### src/rtl/frame_sequencer.sv
// APU frame counter: quarter/half-frame strobes, $4017 mode/restart handling, frame IRQ.
// Optional IRQ logic is enabled by defining FRAME_SEQUENCER_IRQ_EN.
module frame_sequencer #(
    parameter int CNT_W       = 16,
    parameter int STEP1       = 7457,
    parameter int STEP2       = 14913,
    parameter int STEP3       = 22371,
    parameter int STEP4       = 29829,
    parameter int STEP5       = 37281,
    parameter int WRITE_DELAY = 3
) (
    input  logic       clk,
    input  logic       iReset,
    input  logic       iWrite_4017,
    input  logic [7:0] iData,
    input  logic       iRead_4015,
    output logic       oQuarter_clk,
    output logic       oHalf_clk,
    output logic       oFrame_irq,
    output logic       oMode
);

    localparam logic [CNT_W-1:0] L_STEP1   = CNT_W'(STEP1);
    localparam logic [CNT_W-1:0] L_STEP2   = CNT_W'(STEP2);
    localparam logic [CNT_W-1:0] L_STEP3   = CNT_W'(STEP3);
    localparam logic [CNT_W-1:0] L_STEP4   = CNT_W'(STEP4);
    localparam logic [CNT_W-1:0] L_STEP4M1 = CNT_W'(STEP4 - 1);
    localparam logic [CNT_W-1:0] L_STEP5   = CNT_W'(STEP5);
    localparam logic [2:0]       L_DELAY   = 3'(WRITE_DELAY - 1);

    logic [CNT_W-1:0] r_cnt;
    logic             r_mode;
    logic             r_pending;
    logic [2:0]       r_delay;
    logic             r_quarter;
    logic             r_half;

    logic [CNT_W-1:0] w_last;
    logic [CNT_W-1:0] w_cnt_nxt;
    logic             w_restart;
    logic             w_quarter_nxt;
    logic             w_half_nxt;
    logic             w_unused;

    // A write on the same edge as an expiring delay re-arms rather than restarts.
    always_comb begin
        w_restart     = r_pending && (r_delay == 3'd0) && !iWrite_4017;
        w_last        = r_mode ? L_STEP5 : L_STEP4;
        w_cnt_nxt     = r_cnt + 1'b1;
        w_quarter_nxt = 1'b0;
        w_half_nxt    = 1'b0;
        if (w_restart) begin
            w_cnt_nxt     = '0;
            w_quarter_nxt = r_mode;
            w_half_nxt    = r_mode;
        end else begin
            if (r_cnt == w_last)
                w_cnt_nxt = '0;
            w_quarter_nxt = (r_cnt == L_STEP1) || (r_cnt == L_STEP2) ||
                            (r_cnt == L_STEP3) || (r_cnt == w_last);
            w_half_nxt    = (r_cnt == L_STEP2) || (r_cnt == w_last);
        end
    end

    always_ff @(posedge clk) begin
        if (iReset) begin
            r_cnt     <= '0;
            r_mode    <= 1'b0;
            r_pending <= 1'b0;
            r_delay   <= 3'd0;
            r_quarter <= 1'b0;
            r_half    <= 1'b0;
        end else begin
            r_cnt     <= w_cnt_nxt;
            r_quarter <= w_quarter_nxt;
            r_half    <= w_half_nxt;
            if (iWrite_4017) begin
                r_mode    <= iData[7];
                r_pending <= 1'b1;
                r_delay   <= L_DELAY;
            end else if (w_restart) begin
                r_pending <= 1'b0;
            end else if (r_pending) begin
                r_delay   <= r_delay - 1'b1;
            end
        end
    end

    assign oQuarter_clk = r_quarter;
    assign oHalf_clk    = r_half;
    assign oMode        = r_mode;

`ifdef FRAME_SEQUENCER_IRQ_EN
    logic r_irq;
    logic r_inhibit;
    logic w_irq_set;

    assign w_irq_set = !r_mode && !r_inhibit &&
                       ((r_cnt == L_STEP4M1) || (r_cnt == L_STEP4));

    // Inhibiting write clears outright; otherwise a set beats a same-edge read clear.
    always_ff @(posedge clk) begin
        if (iReset) begin
            r_irq     <= 1'b0;
            r_inhibit <= 1'b0;
        end else begin
            if (iWrite_4017)
                r_inhibit <= iData[6];
            if (iWrite_4017 && iData[6])
                r_irq <= 1'b0;
            else if (w_irq_set)
                r_irq <= 1'b1;
            else if (iRead_4015)
                r_irq <= 1'b0;
        end
    end

    assign oFrame_irq = r_irq;
    assign w_unused   = &{1'b0, iData[5:0]};
`else
    assign oFrame_irq = 1'b0;
    assign w_unused   = &{1'b0, iData[6:0], iRead_4015};
`endif

endmodule

### config.mk
export PLATFORM = sky130hd
export DESIGN_NAME = frame_sequencer
export DESIGN_NICKNAME = d
export VERILOG_FILES = /design/src/rtl/frame_sequencer.sv
export SDC_FILE = /design/constraint.sdc
export NUM_CORES = 1
export LEC_CHECK = 0
export ABC_AREA = 1
export ABC_CLOCK_PERIOD_IN_PS = 1700
export CAP_MARGIN = 20
export CORE_MARGIN = 3
export CORE_UTILIZATION = 31
export CTS_BUF_LIST = sky130_fd_sc_hd__clkbuf_4 sky130_fd_sc_hd__clkbuf_8 sky130_fd_sc_hd__clkbuf_16
export DETAILED_ROUTE_END_ITERATION = 12
export PLACE_DENSITY = 0.52
export SYNTH_ARGS = -nofsm -noshare
export SYNTH_HDL_FRONTEND = slang
export SYNTH_SLANG_ARGS = --single-unit
### constraint.sdc
create_clock -name clk -period 1.7 [get_ports clk]
set_input_delay 0.17 -clock clk [delete_from_list [all_inputs] [get_ports clk]]
set_output_delay 0.17 -clock clk [all_outputs]
set_load 0.01 [all_outputs]
==> metrics.txt, run 1 <==
# TYPE chip_impl_metric gauge
chip_impl_info{name="worstHoldPathType",value="reg -> reg"} 1
chip_impl_metric{name="post_synth.cell_area_avg",unit="um^2"} 6.627
chip_impl_info{name="grt_setup_unrepaired",value="no"} 1
chip_impl_metric{name="synth.ff_latch_count",unit=""} 23
chip_impl_metric{name="fin_setup_tns",unit="ns"} 0
chip_impl_metric{name="cp.required",unit="ns"} 1.86
chip_impl_metric{name="cp_data_arrival_time",unit="ns"} 1.65
chip_impl_metric{name="largest_driver_fanout_on_the_critical_path",unit=""} 4
chip_impl_metric{name="synth_adder_area_share",unit="%"} 3.795
chip_impl_metric{name="finalWirelength",unit="mm"} 2.819
chip_impl_metric{name="drt-wirelength-per-cell",unit="um"} 11.01
chip_impl_metric{name="power_per_cell_area",unit="nW/um^2"} 698.7
chip_impl_info{name="netlist_top_cells_count",value="nand2_1 (46), nor2_1 (40), inv_1 (28)"} 1
chip_impl_metric{name="hold_slack",unit="ns"} 0.4723
chip_impl_metric{name="synth-edff-count",unit=""} 0
chip_impl_metric{name="placement_rows",unit=""} 23
chip_impl_metric{name="antenna_found_initial",unit=""} 0
chip_impl_info{name="cp-end-kind",value="register"} 1
chip_impl_metric{name="synth_cell_type_count",unit=""} 25
chip_impl_metric{name="ctsLongestPathBuffers",unit=""} 2
chip_impl_metric{name="synth_simple_gate_area_share",unit="%"} 38.99
chip_impl_metric{name="drcViolationCount",unit=""} 0
chip_impl_info{name="yosys-top-cells-area",value="dfxtp_1 (35%), nand2_1 (13%), nor2_1 (11%)"} 1
chip_impl_metric{name="grt_remaining_overflow",unit=""} 0
chip_impl_metric{name="ff2ff_setup_slack",unit="ns"} 0.22
chip_impl_metric{name="maximum_number_of_pins_on_one_net_before_global_route_repair",unit=""} 17
chip_impl_metric{name="hold_violations",unit=""} 0
chip_impl_info{name="critical_path.reg2reg.endpoint",value="r_cnt[12]"} 1
chip_impl_metric{name="layout_min_cycle_time",unit="ns"} 1.485
chip_impl_metric{name="syn-num-nets",unit=""} 215
chip_impl_metric{name="async_set_reset_flop_share_out_of_synthesis",unit="%"} 0
chip_impl_metric{name="clock-skew-final",unit="ns"} 0.003911
chip_impl_metric{name="timing.hold.worst_path_depth",unit=""} 2
chip_impl_metric{name="drv_slew",unit=""} 0
chip_impl_metric{name="synthMuxAreaShare",unit="%"} 0
chip_impl_metric{name="setup_viol",unit=""} 0
chip_impl_metric{name="synth_xor_area_share",unit="%"} 3.985
chip_impl_metric{name="post-cts-setup-buffer-count",unit=""} 0
chip_impl_metric{name="grt_pass1_wl",unit="mm"} 4.899
chip_impl_info{name="synth_top_family_by_area",value="simple AND/OR/NAND/NOR gates"} 1
chip_impl_metric{name="r2r_cells",unit=""} 6
chip_impl_info{name="dominantRegCellSynth",value="dfxtp_1"} 1
chip_impl_info{name="worst-setup-path-type",value="reg -> reg"} 1
chip_impl_info{name="post-synth-top-count-cell",value="nand2_1"} 1
chip_impl_metric{name="floorplan.die.width",unit="um"} 71.23
chip_impl_metric{name="antenna_violating_nets_post_route",unit=""} 0
chip_impl_metric{name="initial_utilization",unit="%"} 32.50
chip_impl_metric{name="cts.reportedPaths.clkPinSlew",unit="ns"} 0.09
chip_impl_metric{name="post-route-period-util",unit="%"} 87.33
chip_impl_metric{name="synth-warning-count",unit=""} 0
chip_impl_metric{name="antenna-diode-count",unit=""} 0
chip_impl_metric{name="detailroute.via_count",unit=""} 1126
chip_impl_metric{name="detail_route.first_pass.iterations",unit=""} 4
chip_impl_metric{name="core_area",unit="um^2"} 4058
chip_impl_metric{name="buffer_ports.inserted",unit=""} 6
chip_impl_metric{name="maxCapViolations",unit=""} 0
chip_impl_metric{name="globalplace.congestion",unit=""} 0.8562
chip_impl_metric{name="boundaryPins",unit=""} 16
chip_impl_info{name="worstReg2RegStart",value="r_cnt[0]"} 1
chip_impl_metric{name="ctsHoldBuffers",unit=""} 0
chip_impl_info{name="cp-start-kind",value="register"} 1
chip_impl_metric{name="fmax",unit="GHz"} 0.6735
chip_impl_metric{name="area_occupied_by_multi_input_gates",unit="um^2"} 711.9
chip_impl_metric{name="area_fraction_in_compound_gates_after_synthesis",unit="%"} 6.926
chip_impl_metric{name="seqCellArea",unit="um^2"} 460.4
chip_impl_metric{name="ir_drop",unit="mV"} 0.4782
chip_impl_info{name="cts_root_buffer",value="clkbuf_8"} 1
chip_impl_metric{name="die-height",unit="um"} 71.23
chip_impl_metric{name="clock_tree.htree_level_count",unit=""} 1
chip_impl_info{name="clock_tree_from_tritoncts",value="done"} 1
chip_impl_metric{name="syn-cell-area",unit="um^2"} 1319
chip_impl_metric{name="nNetsFinal",unit=""} 223
chip_impl_metric{name="totalPowerFinal",unit="W"} 0.001020
chip_impl_metric{name="die-area",unit="um^2"} 5073
chip_impl_metric{name="grt_util_all_layers",unit="%"} 12.17
chip_impl_metric{name="numCtsBuffers",unit=""} 3
chip_impl_metric{name="area_added_between_synthesis_and_finish",unit="%"} 10.72
chip_impl_metric{name="final.fill_count",unit=""} 453
chip_impl_info{name="timing.hold.worst_endpoint",value="r_delay[1]"} 1
chip_impl_metric{name="postSynthCellCount",unit=""} 199
chip_impl_metric{name="vias_per_cell",unit=""} 4.398
chip_impl_info{name="worstHoldStart",value="r_delay[1]"} 1
chip_impl_metric{name="final_layout_size_suffix_gt1_share",unit="%"} 8.252
chip_impl_metric{name="leakagePower",unit="nW"} 0.5585
chip_impl_metric{name="place.detailed.hpwl",unit="mm"} 2.137
chip_impl_info{name="synth_top_cell_by_area",value="dfxtp_1"} 1
chip_impl_metric{name="clock-sinks",unit=""} 23
chip_impl_metric{name="synth_top_area_share",unit="%"} 34.91
chip_impl_metric{name="grt_pass1_vias",unit=""} 1108
chip_impl_metric{name="post_cts_resized",unit=""} 0
chip_impl_metric{name="latest_clock_arrival_within_the_worst_skew_pair",unit="ns"} 0.27
chip_impl_metric{name="ys_seq_area_share",unit="%"} 34.91
chip_impl_info{name="outcome",value="completed"} 1
chip_impl_metric{name="first_iter_violations",unit=""} 64
per-layer routing:
metal	wire [um]	vias to the layer above	share of wire (%)	track usage (%)
met1	1413	489	50	15.06
met5	0	-	0	0
met2	1286	8	46	20.51
met3	74	4	2.6	2.945
li1	-	625	-	-
met4	44	0	1.6	4.384
through the flow:
step	instances	util [%]	worst slack, ns	cell area (um^2)
floorplan	199	-	0.3949	1319
global placement	252	34.78	0.1461	1411
detailed placement	252	34.78	0.1420	1411
CTS	256	35.99	0.2026	1460
global route	256	35.99	0.01846	1460
finish	256	35.99	0.2153	1460
where the power goes:
part	internal (W)	total, W	switching [W]	leakage, nW
Clock	0.000184	0.000375	0.000191	0.0262
Combinational	0.0000316	0.0000799	0.0000483	0.345
Sequential	0.000553	0.000565	0.0000122	0.187
Total	0.000768	0.00102	0.000252	0.558
sequential cells by signal, summed over array words and instances (netlist names):
| signal | count |
|---|---|
| r_cnt | 16 |
| r_delay | 3 |
| oHalf_clk | 1 |
| oMode | 1 |
| oQuarter_clk | 1 |
| r_pending | 1 |
worst max-delay path: stages, from the launching register on:
cell and delay [ns]:
dfxtp_1 0.39, ha_1 0.20, nand3_1 0.17, nor3_2 0.27, nand2_2 0.10, o21ai_0 0.16
a21oi_1 0.08
layout by cell type (no fill, tap or decap), drive strengths merged:
master and instances:
o21ai 4, inv 29, nand3b 1, nand3 15, clkdlybuf4s50 6, xnor2 2
clkbuf 4, dfxtp 23, buf 1, ha 4, nand4 3, conb 1
a21oi 12, xor2 4, nand2 48, or2 1, nor2 41, nor3 7
how the worst max path moves through the flow:
| stage | start | end | slack (ns) | cells after the start |
|---|---|---|---|---|
| floorplan | r_cnt[0] | r_cnt[13] | 0.39 | 9 |
| global placement | iWrite_4017 | r_cnt[14] | 0.15 | 7 |
| detailed placement | iWrite_4017 | r_cnt[10] | 0.14 | 7 |
| CTS | r_cnt[0] | r_cnt[12] | 0.20 | 6 |
| global route | r_cnt[0] | r_cnt[12] | 0.02 | 6 |
| finish | r_cnt[0] | r_cnt[12] | 0.22 | 6 |
cell families (layout without fill, tap and decap cells):
kind of cell,count (synthesis),after routing
other cells,1,1
compound gates,16,16
buf+inv,33,40
simple gates,116,116
xor+xnor,6,6
fa+ha+maj,4,4
flops,23,23
area by class of cell:
| cell class | count | share of cell area [%] |
|---|---|---|
| multi-input cells | 143 | 48.76 |
| clock buffers | 4 | 3.342 |
| flip-flops and latches | 23 | 31.53 |
| inverters | 29 | 7.455 |
| repair buffers | 7 | 4.627 |
| well taps | 50 | 4.284 |
Power figures use the tool's default switching activity.
==> run 2: changes to the inputs <==
--- a/config.mk
+++ b/config.mk
@@ -14,4 +14,5 @@
 export DETAILED_ROUTE_END_ITERATION = 12
 export PLACE_DENSITY = 0.52
+export SKIP_CTS_REPAIR_TIMING = 1
 export SYNTH_ARGS = -nofsm -noshare
 export SYNTH_HDL_FRONTEND = slang
==> constraint.sdc (replaced) <==
create_clock -name clk -period 1.7 [get_ports clk]
set_input_delay 0.17 -clock clk [delete_from_list [all_inputs] [get_ports clk]]
set_output_delay 0.17 -clock clk [all_outputs]
set_load 0.02 [all_outputs]
==> results of run 2 <==
Same layout as run 1 (identical final DEF). Status: completed.
Among the figures that moved: setup slack after layout 0.2153 ns -> 0.1976 ns; start point of the critical path r_cnt[0] -> oMode; end point of the critical path r_cnt[12] -> oMode; total power 0.001020 W -> 0.001023 W
==> run 3: changes to the inputs <==
Settings changed: DONT_BUFFER_PORTS from default to 1, PLACE_DENSITY 0.52 to 0.48.
==> run 3 against run 2 <==
Flip-flop and latch count is the same. Total power shrank 2.6%. Largest cell class unchanged. Final cell count shrank 1.6%. Highest routed layer unchanged. Combinational power shrank 15%. Critical path depth grew 6. Clock skew grew 0.0042 ns.
==> metrics.txt, run 3 (synthesized netlist as in run 1, its figures left out) <==
# TYPE chip_impl_metric gauge
chip_impl_metric{name="power_frac_comb",unit="%"} 7.0
chip_impl_metric{name="drcViolationCount",unit=""} 0
chip_impl_metric{name="clock-sinks",unit=""} 23
chip_impl_metric{name="clock-skew-final",unit="ns"} 0.008159
chip_impl_info{name="layout_commonest_cell",value="nand2_1"} 1
chip_impl_metric{name="antenna_found_initial",unit=""} 0
chip_impl_metric{name="largest_driver_fanout_on_the_critical_path",unit=""} 4
chip_impl_metric{name="nNetsFinal",unit=""} 219
chip_impl_metric{name="setup_viol",unit=""} 0
chip_impl_info{name="layout.cells.most_common_list",value="nand2_1 (46), nor2_1 (40), inv_1 (28)"} 1
chip_impl_metric{name="die-height",unit="um"} 71.23
chip_impl_metric{name="numCtsBuffers",unit=""} 3
chip_impl_metric{name="cp.required",unit="ns"} 1.90
chip_impl_metric{name="maximum_number_of_pins_on_one_net_before_global_route_repair",unit=""} 17
chip_impl_metric{name="share_seq_of_total_power",unit="%"} 57.0
chip_impl_metric{name="power_per_cell_area",unit="nW/um^2"} 702.7
chip_impl_info{name="worst-setup-path-type",value="reg -> reg"} 1
chip_impl_metric{name="setup_slack",unit="ns"} 0.2248
chip_impl_metric{name="internal_power",unit="W"} 0.0007606
chip_impl_metric{name="globalplace.congestion",unit=""} 0.9046
chip_impl_metric{name="detail_route.first_pass.iterations",unit=""} 4
chip_impl_metric{name="fin_area",unit="um^2"} 1418
chip_impl_metric{name="ir_drop",unit="mV"} 0.4985
chip_impl_metric{name="ctsLongestPathBuffers",unit=""} 2
chip_impl_metric{name="final.fill_count",unit=""} 448
chip_impl_metric{name="hold_violations",unit=""} 0
chip_impl_metric{name="floorplan.die.width",unit="um"} 71.23
chip_impl_info{name="worstHoldPathType",value="in -> reg"} 1
chip_impl_metric{name="initial_utilization",unit="%"} 32.50
chip_impl_metric{name="antenna-diode-count",unit=""} 0
chip_impl_metric{name="clock_tree.htree_level_count",unit=""} 1
chip_impl_metric{name="grt_remaining_overflow",unit=""} 0
chip_impl_metric{name="clockPowerShare",unit="%"} 36.0
chip_impl_info{name="cp-end-kind",value="register"} 1
chip_impl_metric{name="antenna_violating_nets_post_route",unit=""} 0
chip_impl_metric{name="first_iter_violations",unit=""} 115
chip_impl_metric{name="vias_per_cell",unit=""} 4.452
chip_impl_info{name="cp-start-kind",value="register"} 1
chip_impl_metric{name="latest_clock_arrival_within_the_worst_skew_pair",unit="ns"} 0.27
chip_impl_info{name="clock_tree_from_tritoncts",value="done"} 1
chip_impl_metric{name="core_area",unit="um^2"} 4058
chip_impl_metric{name="post-route-period-util",unit="%"} 86.78
chip_impl_metric{name="final_layout_size_suffix_gt1_share",unit="%"} 8.911
chip_impl_metric{name="drv_slew",unit=""} 0
chip_impl_metric{name="leakagePower",unit="nW"} 0.5460
chip_impl_metric{name="boundaryPins",unit=""} 16
chip_impl_metric{name="dp_worst_setup_slack",unit="ns"} 0.2233
chip_impl_info{name="cts_root_buffer",value="clkbuf_8"} 1
chip_impl_metric{name="buffer_ports.inserted",unit=""} 0
chip_impl_metric{name="drt-wirelength-per-cell",unit="um"} 10.90
chip_impl_metric{name="grt_util_all_layers",unit="%"} 11.97
chip_impl_info{name="max_flop_register",value="r_cnt"} 1
chip_impl_metric{name="fmax",unit="GHz"} 0.6779
chip_impl_metric{name="swShare",unit="%"} 23.65
chip_impl_info{name="biggestRegsByFlops",value="r_cnt x16, r_delay x3"} 1
chip_impl_metric{name="maxCapViolations",unit=""} 0
chip_impl_metric{name="detailroute.via_count",unit=""} 1122
chip_impl_metric{name="post_dp_cell_area",unit="um^2"} 1359
chip_impl_metric{name="finalWirelength",unit="mm"} 2.748
chip_impl_info{name="outcome",value="completed"} 1
chip_impl_metric{name="fin_setup_tns",unit="ns"} 0
chip_impl_metric{name="grt_pass1_vias",unit=""} 1096
chip_impl_metric{name="hold_slack",unit="ns"} 0.05653
chip_impl_metric{name="totalPowerFinal",unit="W"} 0.0009962
chip_impl_metric{name="area_occupied_by_multi_input_gates",unit="um^2"} 711.9
chip_impl_metric{name="place.detailed.hpwl",unit="mm"} 2.149
chip_impl_metric{name="area_added_between_synthesis_and_finish",unit="%"} 7.495
chip_impl_metric{name="grt_pass1_wl",unit="mm"} 5.002
chip_impl_metric{name="layout_min_cycle_time",unit="ns"} 1.475
chip_impl_metric{name="seqCellArea",unit="um^2"} 460.4
chip_impl_metric{name="cp_data_arrival_time",unit="ns"} 1.68
chip_impl_metric{name="die-area",unit="um^2"} 5073
chip_impl_metric{name="total_switching_power",unit="W"} 0.0002356
chip_impl_metric{name="largest_register_ff_count",unit=""} 16
chip_impl_info{name="grt_setup_unrepaired",value="no"} 1
chip_impl_metric{name="placement_rows",unit=""} 23
chip_impl_metric{name="cts.reportedPaths.clkPinSlew",unit="ns"} 0.09
-- run 3: critical path, cell delays in order (launching register included) --
cell and delay (ns):
dfxtp_1 0.38, ha_1 0.22, nand3_1 0.18, nor3_2 0.25, nand2_2 0.10, inv_1 0.08, nand3_1 0.06, a21oi_1 0.13
-- run 3: power by group through the flow --
stage	clock network, W	registers, W	logic [W]
after floorplan	0	0.000578	0.0000611
after global placement	0	0.000580	0.0000700
after detailed placement	0	0.000581	0.0000691
after CTS	0.000378	0.000568	0.0000691
after global routing	0.000393	0.000570	0.0000818
final	0.000358	0.000568	0.0000701
-- run 3: final cells by class --
type,instances,area share (%)
clock buffers,4,3.442
inverters,29,7.679
multi-input cells,143,50.22
flip-flops and latches,23,32.48
well taps,50,4.413
repair buffers,3,1.765
-- run 3: metal layers --
| metal | global-route usage, % | up-vias | part of all wire, % |
|---|---|---|---|
| met5 | 0 | - | 0 |
| met4 | 2.505 | 0 | 1.2 |
| met3 | 3.647 | 4 | 3.3 |
| met2 | 19.39 | 16 | 45 |
| met1 | 15.76 | 483 | 51 |
| li1 | - | 619 | - |
-- run 3: path summary, 6_finish.rpt --
kind | from | to | slack [ns] | depth (start not counted)
setup reg to reg | r_cnt[0] | r_cnt[12] | 0.22 | 7
hold / removal | iReset | r_delay[2] | 0.06 | 3
hold reg to reg | r_delay[1] | r_delay[1] | 0.47 | 2
setup / recovery | r_cnt[0] | r_cnt[12] | 0.22 | 7
-- run 3: per-stage QoR --
step / cells / utilization, %
floorplan: 199 / -
global placement: 247 / 33.49
detailed placement: 247 / 33.49
CTS: 251 / 34.69
global route: 252 / 34.94
finish: 252 / 34.94
